File: src/rtl/seq_det_pkg.sv
// -----------------------------------------------------------------------------
// seq_det_pkg
// Shared definitions for the parametrised serial pattern detector:
//   - state_t   : detector FSM states (IDLE, HUNT, HIT)
//   - len_legal : accepts a configured pattern length in 1..max_len
// -----------------------------------------------------------------------------
package seq_det_pkg;

    typedef enum logic [1:0] {
        IDLE = 2'd0,
        HUNT = 2'd1,
        HIT  = 2'd2
    } state_t;

    function automatic logic len_legal(input int unsigned len, input int unsigned max_len);
        return (len >= 1) && (len <= max_len);
    endfunction

endpackage

File: src/rtl/seq_det_if.sv
// -----------------------------------------------------------------------------
// seq_det_if
// Bundles the configuration, serial-input and status signals of the detector.
//   master : drives cfg_*, clear, s_valid, s_in; observes the status outputs
//   slave  : the detector side (seq_detector_param)
// Inputs : cfg_load, cfg_pattern[PAT_W], cfg_len[LEN_W], cfg_overlap, clear,
//          s_valid, s_in
// Outputs: match, match_cnt[CNT_W], cnt_sat, cfg_err, armed
// -----------------------------------------------------------------------------
interface seq_det_if #(
    parameter int PAT_W = 8,
    parameter int CNT_W = 8,
    parameter int LEN_W = $clog2(PAT_W + 1)
);
    logic             cfg_load;
    logic [PAT_W-1:0] cfg_pattern;
    logic [LEN_W-1:0] cfg_len;
    logic             cfg_overlap;
    logic             clear;
    logic             s_valid;
    logic             s_in;
    logic             match;
    logic [CNT_W-1:0] match_cnt;
    logic             cnt_sat;
    logic             cfg_err;
    logic             armed;

    modport master (
        output cfg_load, cfg_pattern, cfg_len, cfg_overlap, clear, s_valid, s_in,
        input  match, match_cnt, cnt_sat, cfg_err, armed
    );

    modport slave (
        input  cfg_load, cfg_pattern, cfg_len, cfg_overlap, clear, s_valid, s_in,
        output match, match_cnt, cnt_sat, cfg_err, armed
    );
endinterface

File: src/rtl/seq_det_window.sv
// -----------------------------------------------------------------------------
// seq_det_window
// Serial shift window, fill counter and length-masked comparator.
//   clk        : rising-edge clock
//   reset      : asynchronous active-low reset
//   i_flush    : empties window and fill count (has priority over i_shift)
//   i_shift    : accept i_bit this cycle
//   i_bit      : serial data bit, newest bit lands in window bit 0
//   i_pattern  : latched pattern, bit [len-1] is the oldest expected bit
//   i_len      : latched pattern length
//   i_overlap  : 0 = fill count restarts after each match
//   o_hit_next : the bit being accepted this cycle completes a match
// -----------------------------------------------------------------------------
module seq_det_window #(
    parameter int PAT_W = 8,
    parameter int LEN_W = $clog2(PAT_W + 1)
) (
    input  logic             clk,
    input  logic             reset,
    input  logic             i_flush,
    input  logic             i_shift,
    input  logic             i_bit,
    input  logic [PAT_W-1:0] i_pattern,
    input  logic [LEN_W-1:0] i_len,
    input  logic             i_overlap,
    output logic             o_hit_next
);
    logic [PAT_W-1:0] r_win;
    logic [LEN_W-1:0] r_fill;
    logic [PAT_W-1:0] w_win_nxt;
    logic [PAT_W-1:0] w_mask;
    logic [LEN_W:0]   w_fill_inc;
    logic [LEN_W-1:0] w_fill_sat;
    logic             w_full;

    always_comb begin
        w_win_nxt  = {r_win[PAT_W-2:0], i_bit};
        // One extra bit so the increment cannot wrap before the compare.
        w_fill_inc = {1'b0, r_fill} + (LEN_W + 1)'(1);
        w_full     = (w_fill_inc >= {1'b0, i_len});
        w_fill_sat = w_full ? i_len : w_fill_inc[LEN_W-1:0];
        // Only the low len bits of window and pattern take part in the compare.
        for (int i = 0; i < PAT_W; i++) begin
            w_mask[i] = (i < int'(i_len));
        end
        o_hit_next = i_shift && w_full && (((w_win_nxt ^ i_pattern) & w_mask) == '0);
    end

    always_ff @(posedge clk or negedge reset) begin
        if (!reset) begin
            r_win  <= '0;
            r_fill <= '0;
        end else if (i_flush) begin
            r_win  <= '0;
            r_fill <= '0;
        end else if (i_shift) begin
            r_win  <= w_win_nxt;
            // Non-overlap: the next match must be built from len fresh bits.
            r_fill <= (o_hit_next && !i_overlap) ? '0 : w_fill_sat;
        end
    end

endmodule

File: src/rtl/seq_detector_param.sv
// -----------------------------------------------------------------------------
// seq_detector_param
// Runtime-programmable serial bit-pattern detector with overlap control,
// valid qualification and a saturating match counter.
//   clk   : rising-edge clock
//   reset : asynchronous active-low reset
//   bus   : seq_det_if.slave
//           in : cfg_load, cfg_pattern, cfg_len, cfg_overlap, clear, s_valid, s_in
//           out: match (1-cycle pulse per match), match_cnt (saturating),
//                cnt_sat, cfg_err (1-cycle pulse on rejected load), armed
// All outputs come straight from registers.
// -----------------------------------------------------------------------------
module seq_detector_param
    import seq_det_pkg::*;
#(
    parameter int PAT_W = 8,
    parameter int CNT_W = 8
) (
    input logic      clk,
    input logic      reset,
    seq_det_if.slave bus
);
    localparam int LEN_W = $clog2(PAT_W + 1);

    state_t           r_state;
    state_t           w_state_nxt;
    logic [PAT_W-1:0] r_pattern;
    logic [LEN_W-1:0] r_len;
    logic             r_overlap;
    logic             r_armed;
    logic [CNT_W-1:0] r_cnt;
    logic [CNT_W-1:0] w_cnt_nxt;
    logic             r_cnt_sat;
    logic             r_cfg_err;

    logic             w_cfg_legal;
    logic             w_cfg_reject;
    logic             w_flush;
    logic             w_shift;
    logic             w_hit_next;

    assign w_cfg_legal  = bus.cfg_load && len_legal(32'(bus.cfg_len), PAT_W);
    assign w_cfg_reject = bus.cfg_load && !w_cfg_legal;
    // A legal load or a clear both restart the window and drop this cycle's bit;
    // a rejected load leaves the bit to be processed with the old configuration.
    assign w_flush      = bus.clear || w_cfg_legal;
    assign w_shift      = r_armed && bus.s_valid && !w_flush;

    seq_det_window #(
        .PAT_W (PAT_W),
        .LEN_W (LEN_W)
    ) u_window (
        .clk        (clk),
        .reset      (reset),
        .i_flush    (w_flush),
        .i_shift    (w_shift),
        .i_bit      (bus.s_in),
        .i_pattern  (r_pattern),
        .i_len      (r_len),
        .i_overlap  (r_overlap),
        .o_hit_next (w_hit_next)
    );

    always_comb begin
        w_state_nxt = r_state;
        w_cnt_nxt   = r_cnt;

        unique case (r_state)
            IDLE: begin
                if (w_cfg_legal) begin
                    w_state_nxt = HUNT;
                end
            end
            HUNT, HIT: begin
                if (w_flush) begin
                    w_state_nxt = HUNT;
                end else if (w_hit_next) begin
                    w_state_nxt = HIT;
                end else begin
                    w_state_nxt = HUNT;
                end
            end
            default: w_state_nxt = IDLE;
        endcase

        // Clear wins over a same-cycle match; w_hit_next is already masked by flush.
        if (bus.clear) begin
            w_cnt_nxt = '0;
        end else if (w_hit_next && (r_cnt != '1)) begin
            w_cnt_nxt = r_cnt + CNT_W'(1);
        end
    end

    always_ff @(posedge clk or negedge reset) begin
        if (!reset) begin
            r_state   <= IDLE;
            r_pattern <= '0;
            r_len     <= '0;
            r_overlap <= 1'b0;
            r_armed   <= 1'b0;
            r_cnt     <= '0;
            r_cnt_sat <= 1'b0;
            r_cfg_err <= 1'b0;
        end else begin
            r_state   <= w_state_nxt;
            r_cnt     <= w_cnt_nxt;
            r_cnt_sat <= (w_cnt_nxt == '1);
            r_cfg_err <= w_cfg_reject;
            if (w_cfg_legal) begin
                r_pattern <= bus.cfg_pattern;
                r_len     <= bus.cfg_len;
                r_overlap <= bus.cfg_overlap;
                r_armed   <= 1'b1;
            end
        end
    end

    assign bus.match     = (r_state == HIT);
    assign bus.match_cnt = r_cnt;
    assign bus.cnt_sat   = r_cnt_sat;
    assign bus.cfg_err   = r_cfg_err;
    assign bus.armed     = r_armed;

endmodule

File: src/flat_wrapper.sv
// flat-port wrapper written by rule: the top's interface ports become plain ports
module seq_detector_param_flat import seq_det_pkg::*;
#(
    parameter int PAT_W = 8,
    parameter int CNT_W = 8
)
  (clk, reset, bus_cfg_load, bus_cfg_pattern, bus_cfg_len, bus_cfg_overlap, bus_clear, bus_s_valid, bus_s_in, bus_match, bus_match_cnt, bus_cnt_sat, bus_cfg_err, bus_armed);
  seq_det_if #(.PAT_W(PAT_W), .CNT_W(CNT_W)) bus_i ();
  input logic clk;
  input logic reset;
  input wire logic [$bits(bus_i.cfg_load)-1:0] bus_cfg_load;
  input wire logic [$bits(bus_i.cfg_pattern)-1:0] bus_cfg_pattern;
  input wire logic [$bits(bus_i.cfg_len)-1:0] bus_cfg_len;
  input wire logic [$bits(bus_i.cfg_overlap)-1:0] bus_cfg_overlap;
  input wire logic [$bits(bus_i.clear)-1:0] bus_clear;
  input wire logic [$bits(bus_i.s_valid)-1:0] bus_s_valid;
  input wire logic [$bits(bus_i.s_in)-1:0] bus_s_in;
  output wire logic [$bits(bus_i.match)-1:0] bus_match;
  output wire logic [$bits(bus_i.match_cnt)-1:0] bus_match_cnt;
  output wire logic [$bits(bus_i.cnt_sat)-1:0] bus_cnt_sat;
  output wire logic [$bits(bus_i.cfg_err)-1:0] bus_cfg_err;
  output wire logic [$bits(bus_i.armed)-1:0] bus_armed;
  assign bus_i.cfg_load = bus_cfg_load;
  assign bus_i.cfg_pattern = bus_cfg_pattern;
  assign bus_i.cfg_len = bus_cfg_len;
  assign bus_i.cfg_overlap = bus_cfg_overlap;
  assign bus_i.clear = bus_clear;
  assign bus_i.s_valid = bus_s_valid;
  assign bus_i.s_in = bus_s_in;
  assign bus_match = bus_i.match;
  assign bus_match_cnt = bus_i.match_cnt;
  assign bus_cnt_sat = bus_i.cnt_sat;
  assign bus_cfg_err = bus_i.cfg_err;
  assign bus_armed = bus_i.armed;
  seq_detector_param #(.PAT_W(PAT_W), .CNT_W(CNT_W)) u_core (.clk(clk), .reset(reset), .bus(bus_i));
endmodule
File: config.mk
export PLATFORM = sky130hd
export DESIGN_NAME = seq_detector_param_flat
export DESIGN_NICKNAME = d
export VERILOG_FILES = /design/src/rtl/seq_det_pkg.sv /design/src/rtl/seq_det_if.sv /design/src/rtl/seq_det_window.sv /design/src/rtl/seq_detector_param.sv /design/src/flat_wrapper.sv
export SDC_FILE = /design/constraint.sdc
export NUM_CORES = 1
export LEC_CHECK = 0
export CORE_MARGIN = 4
export CORE_UTILIZATION = 28
export CTS_CLUSTER_SIZE = 16
export DETAILED_ROUTE_END_ITERATION = 10
export DONT_BUFFER_PORTS = 1
export PLACE_DENSITY_LB_ADDON = 0.12
export SYNTH_ARGS = -nofsm -noshare
export SYNTH_HDL_FRONTEND = slang
export SYNTH_SLANG_ARGS = --single-unit
File: constraint.sdc
create_clock -name clk -period 4.4 [get_ports clk]
set_input_delay 0.22 -clock clk [delete_from_list [all_inputs] [get_ports clk]]
set_output_delay 0.22 -clock clk [all_outputs]
set_load 0.01 [all_outputs]
* Word level (Yosys, flattened, before mapping)
Index checks and enable logic that the tools add are counted.
** Storage, ports and cells
- Register bits after elaboration :: 37
- Word-level logic and storage cells :: 59
** Operators by class
- $add $sub $neg :: 2
- Magnitude comparators :: 11
- Equal/unequal tests :: 5
- Muxes and demuxes :: 12
- Bitwise gates (word level) :: 2
- Reduce and logical (&&, ||, !) cells :: 17
** Operator list (count)
- $lt A3 B4 Y1 const A :: 4
- $mux W4 :: 4
- $mux W8 :: 2
- $mux W7 :: 2
- $logic_and A1 B1 Y1 :: 9
- $add A8 B1 Y8 const B :: 1
- $and A8 B8 Y8 :: 1
- $eq A8 B8 Y1 const B :: 1
- $logic_not A8 Y1 :: 1
- $lt A1 B4 Y1 const A :: 2
- $lt A2 B4 Y1 const A :: 2
- $ne A8 B8 Y1 const B :: 1
- $xor A8 B8 Y8 :: 1
- $mux W2 :: 3
- $add A4 B1 Y5 const B :: 1
- $ge A5 B4 Y1 :: 1
- $ge A4 B1 Y1 const B :: 1
- $le A4 B4 Y1 const B :: 1
- $pmux W2 S2 :: 1
- $logic_not A1 Y1 :: 3
- $eq A2 B1 Y1 const B :: 1
- $eq A2 B2 Y1 const B :: 1
- $logic_not A2 Y1 :: 1
- $ne A2 B1 Y1 const B :: 1
- other kinds (3) :: 3

* Depth between registers and ports, before layout
- Depth in word-level cells :: 12
- Depth in mapped cells :: 11

* Hierarchy
A second synthesis with hierarchy kept.
** Second synthesis, totals
- Cells, all modules :: 196
- Area total of the unflattened synthesis :: 2093.3 µm²
** By module, submodules not included
- seq_detector_param :: times used 1, cells an instance 114, area an instance 1271.2 µm², seq. area each 650.6 µm²
- seq_det_window :: times used 1, cells an instance 82, area an instance 822.0 µm², seq. area each 275.3 µm²

* Worst setup path after synthesis
Ideal clock, no wire load.
- Path type :: register to register
- Start point :: register u_core.u_window.r_fill[0]
- End point :: register u_core.r_cnt_sat, in the netlist u_core.bus.cnt_sat
- Library setup time :: 0.120 ns
- Arrival time :: 2.320 ns
- Slack :: 1.959 ns
- Stages on the path, launching flop included :: 12
- Path buffers :: 1
- Cells stage by stage :: dfrtp_1 ha_1 xor2_1 ha_1 o21ai_0 o21ai_2 nand4_4 nor2b_2 buf_6 mux2i_1 nor3b_2 and4_1
** On the way
- Cells in the longest elaborated chain, start to end :: 8
** Ends and longest elaborated chain
- start, declared :: line seq_det_window.sv:29 : logic [LEN_W-1:0] r_fill;
- start signal, assigned :: line seq_det_window.sv:59 : r_fill <= (o_hit_next && !i_overlap) ? '0 : w_fill_sat;
- $add A4 B1 Y5 :: line seq_det_window.sv:39 : w_fill_inc = {1'b0, r_fill} + (LEN_W + 1)'(1);
- $ge A5 B4 Y1 :: line seq_det_window.sv:40 : w_full = (w_fill_inc >= {1'b0, i_len});
- $logic_and A1 B1 Y1 (2 in a row) :: line seq_det_window.sv:46 : o_hit_next = i_shift && w_full && (((w_win_nxt ^ i_pattern) & w_mask) == '0);
- $logic_and A1 B1 Y1 :: line seq_detector_param.sv:89 : end else if (w_hit_next && (r_cnt != '1)) begin
- $mux W8 :: line seq_detector_param.sv:89
- $mux W8 :: line seq_detector_param.sv:87 : if (bus.clear) begin
- $eq A8 B8 Y1 :: line seq_detector_param.sv:107 : r_cnt_sat <= (w_cnt_nxt == '1);
- end signal, assigned :: line seq_detector_param.sv:107
- end, declared :: line seq_detector_param.sv:33 : logic r_cnt_sat;
No other way between the ends.
A chain may end at the register's enable or synchronous reset.

* Worst setup path in the final report
Same ends and word-level chain as after synthesis.

==> summary.md <==
| Metric | Value |
|---|---|
| Status | completed |
| Vias/cell | 4.670 |
| Vias in the first global route | 1436 |
| Die W | 93.50 um |
| Final period demand of the worst path | 2784 ps |
| Average cell area after synthesis | 9.985 sq um |
| Gp weighted congestion | 0.7762 |
| Worst reg2reg setup slack | 1620 ps |
| Max-cap violations | 0 |
| First drt pass iteration count | 4 |
| Most common cell after layout, fill and taps aside | dfrtp_1 |
| Die footprint | 8742 sq um |
| Fin nets | 235 |
| Port-buffer cells | 0 |
| NetSw | 0.2451 mW |
| Clk sinks | 37 |
| DR vias | 1415 |
| Final hold vios | 0 |
| CTS Buf Count | 5 |
| Slew margin rel. | 56.46% |
| Largest net degree at the start of global routing | 38 |
| CORE AREA | 6944 sq um |
| Max clock buf depth | 2 |
| Initial core utilization | 29.48% |
| Synth warnings | 0 |
| DRC viols | 0 |
| Hold path depth | 1 |
| R2r worst-path depth | 10 |
| Avg WL per Cell | 15.11 um |
| Die Height | 93.50 um |
| Layout cell share with drive strength beyond 1 | 12.56% |
| # diodes | 0 |
| Area growth, synth to finish | 10.45% |
| Mapped Nets | 233 |
| CP max FO | 9 |
| Syn Inst Count | 205 |
| Logic gate share of total power | 22.1% |
| Sw frac | 29.82% |
| CP required | 4570 ps |
| Post-DP HPWL | 3378 um |
| Design area | 2261 sq um |
| Hold Crit Class | input port to register |
| Slew Viols, Final | 0 |
| Startpoint types | register |
| Sequential Power Share | 49.3% |
| Period utilization | 63.27% |
| Clk pwr share | 28.6% |
| Worst Skew | 4.824 ps |
| Detail Route Antenna Nets | 0 |
| Cell Area, Placed | 2125 sq um |
| Register area share after synthesis | 45.23% |
| Least-Margin Pin Slew | 651.5 ps |
| Worst reg2reg endpoint | u_core.bus.cnt_sat |
| Final core utilization | 32.56% |
| Setup_tns | 0 ps |
| Worst Path Arrival | 2960 ps |
| Peak VDD IR | 0.1488 mV |
| RSZ-0062 raised after global routing | false |
| Yosys reg bits | 37 |
| CTS Root Buffer Type | clkbuf_8 |
| Gr ovfl total | 0 |
| Static Leakage | 0.9175 nW |
| Total Routing Usage GR | 11.55% |
| Initial antenna violation count | 0 |
| Pwr Density | 363.5 nW/um^2 |
| Area of the mapped netlist | 2047 sq um |
| WHS Endpoint | u_core.r_len[3] |
| Unique masters post-synth | 43 |
| Hold path start | bus_cfg_len[0] |
| Clk pin slew, worst setup/hold paths | 70 ps |
| Setup violations, final | 0 |
| Top FF cell, synth | dfrtp_1 |
| Synth async-reset ratio | 100.0% |
| Final WL | 4578 um |
| CTS H-tree lvls | 2 |
| P_int | 0.5768 mW |
| CTS tree | yes |
| F_max | 359.2 MHz |
| CP Capture Type | register |
| # rows | 30 |
| Critical R2R Launch | u_core.u_window.r_fill[0] |
| Final hold slack | 26.35 ps |
| IO Pins | 31 |
| Fill cells | 721 |
| Total power draw | 0.8219 mW |
| Most frequent cells in the layout | dfrtp_1 (37), nand2_1 (24), o21ai_0 (14), nor2_1 (14), a21oi_1 (13) |
| Initial DRC count | 88 |
| Post-synth EDFFs | 0 |
| CP Class | register to register |
| First-pass GRT wire length | 7707 um |
| Clk_lat worst skew | 280 ps |
critical path: stages (launching register included):
cell and delay, ps:
dfrtp_1 420, ha_1 260, xor2_1 160, ha_1 270, o21ai_0 80, o21ai_2 370, nand4_4 210, nor2b_2 380
mux2i_1 270, nor3b_2 60, and4_1 190
state kept, by name (all words and copies together) (netlist names):
name / count
u_core.r_len: 4
u_core.bus.match_cnt: 8
u_core.r_state: 2
u_core.r_pattern: 8
u_core.bus.armed: 1
u_core.u_window.r_win: 7
u_core.bus.cfg_err: 1
u_core.bus.cnt_sat: 1
u_core.r_overlap: 1
u_core.u_window.r_fill: 4
power by group through the flow:
stage | clock network (mW) | logic (mW) | registers, mW
detailed placement | 0 | 0.172 | 0.412
global placement | 0 | 0.172 | 0.411
finish | 0.235 | 0.182 | 0.405
global route | 0.266 | 0.213 | 0.410
CTS | 0.248 | 0.185 | 0.405
floorplan | 0 | 0.148 | 0.399
cell type report:
type                            count  area (sq um)  share of cell area [%]
Clock buffer                        7         86.33                   3.818
Inverter                            7         26.28                   1.162
Multi-Input combinational cell    152          1052                   46.54
Sequential cell                    37         925.9                   40.95
Tap cell                           96         120.1                   5.313
Timing Repair Buffer                4         50.05                   2.214
worst max-delay path by stage:
stage                                   start            endpoint  slack [ps]  cells after the start
detailed placement  u_core.u_window.r_fill[0]  u_core.bus.cnt_sat        1590                     10
CTS                 u_core.u_window.r_fill[0]  u_core.bus.cnt_sat        1570                     10
global route        u_core.u_window.r_fill[0]  u_core.bus.cnt_sat        1380                     10
finish              u_core.u_window.r_fill[0]  u_core.bus.cnt_sat        1620                     10
global placement    u_core.u_window.r_fill[0]  u_core.bus.cnt_sat        1670                     10
floorplan           u_core.u_window.r_fill[0]  u_core.bus.cnt_sat        1960                     11
what timing repair did:
action,4_1_cts,5_1_grt
resized for setup,0,0
setup buffers,0,0
hold endpoints to repair,43,2
hold buffers,3,1
synth_stat cells, drive strengths merged, types with 2 or more instances:
| cell | n | area, sq um |
|---|---|---|
| a211oi | 3 | 22.52 |
| a21oi | 13 | 65.06 |
| and2 | 4 | 25.02 |
| buf | 3 | 20.01 |
| clkbuf | 6 | 22.52 |
| dfrtp | 37 | 925.9 |
| ha | 9 | 112.6 |
| inv | 7 | 26.28 |
| mux2 | 12 | 135.1 |
| mux2i | 3 | 30.03 |
| nand2 | 24 | 90.09 |
| nand2b | 3 | 18.77 |
| nand3 | 10 | 50.05 |
| nand4 | 4 | 40.04 |
| nor2 | 15 | 72.57 |
| nor3b | 2 | 20.02 |
| o21ai | 15 | 78.83 |
| o22ai | 4 | 25.02 |
| xnor2 | 10 | 87.58 |
| xor2 | 4 | 35.03 |
layer usage:
layer / vias to the layer above / wire length, um / global-route usage, %
met1: 663 / 2345 / 16.85
met5: - / 0 / 0
li1: 721 / - / -
met2: 26 / 1891 / 15.07
met3: 5 / 254 / 3.942
met4: 0 / 86 / 5.128
logic make-up after synthesis:
logic type                 after synthesis  synth area share [%]
muxes                                   15                 8.069
AOI/OAI and AO/OA                       43                 12.90
buffers and inverters                   16                 3.362
and+or+nand+nor                         71                 18.95
xor gates and xnor gates                14                 5.990
adders and majority gates                9                 5.501
DFF                                     37                 45.23
per-stage QoR:
stage	setup WS, ps	std cells
5_1_grt	1378	303
3_5_place_dp	1591	292
4_1_cts	1573	302
6_report	1616	303
3_3_place_gp	1670	292
2_1_floorplan	1959	205
Power figures use the tool's default switching activity.
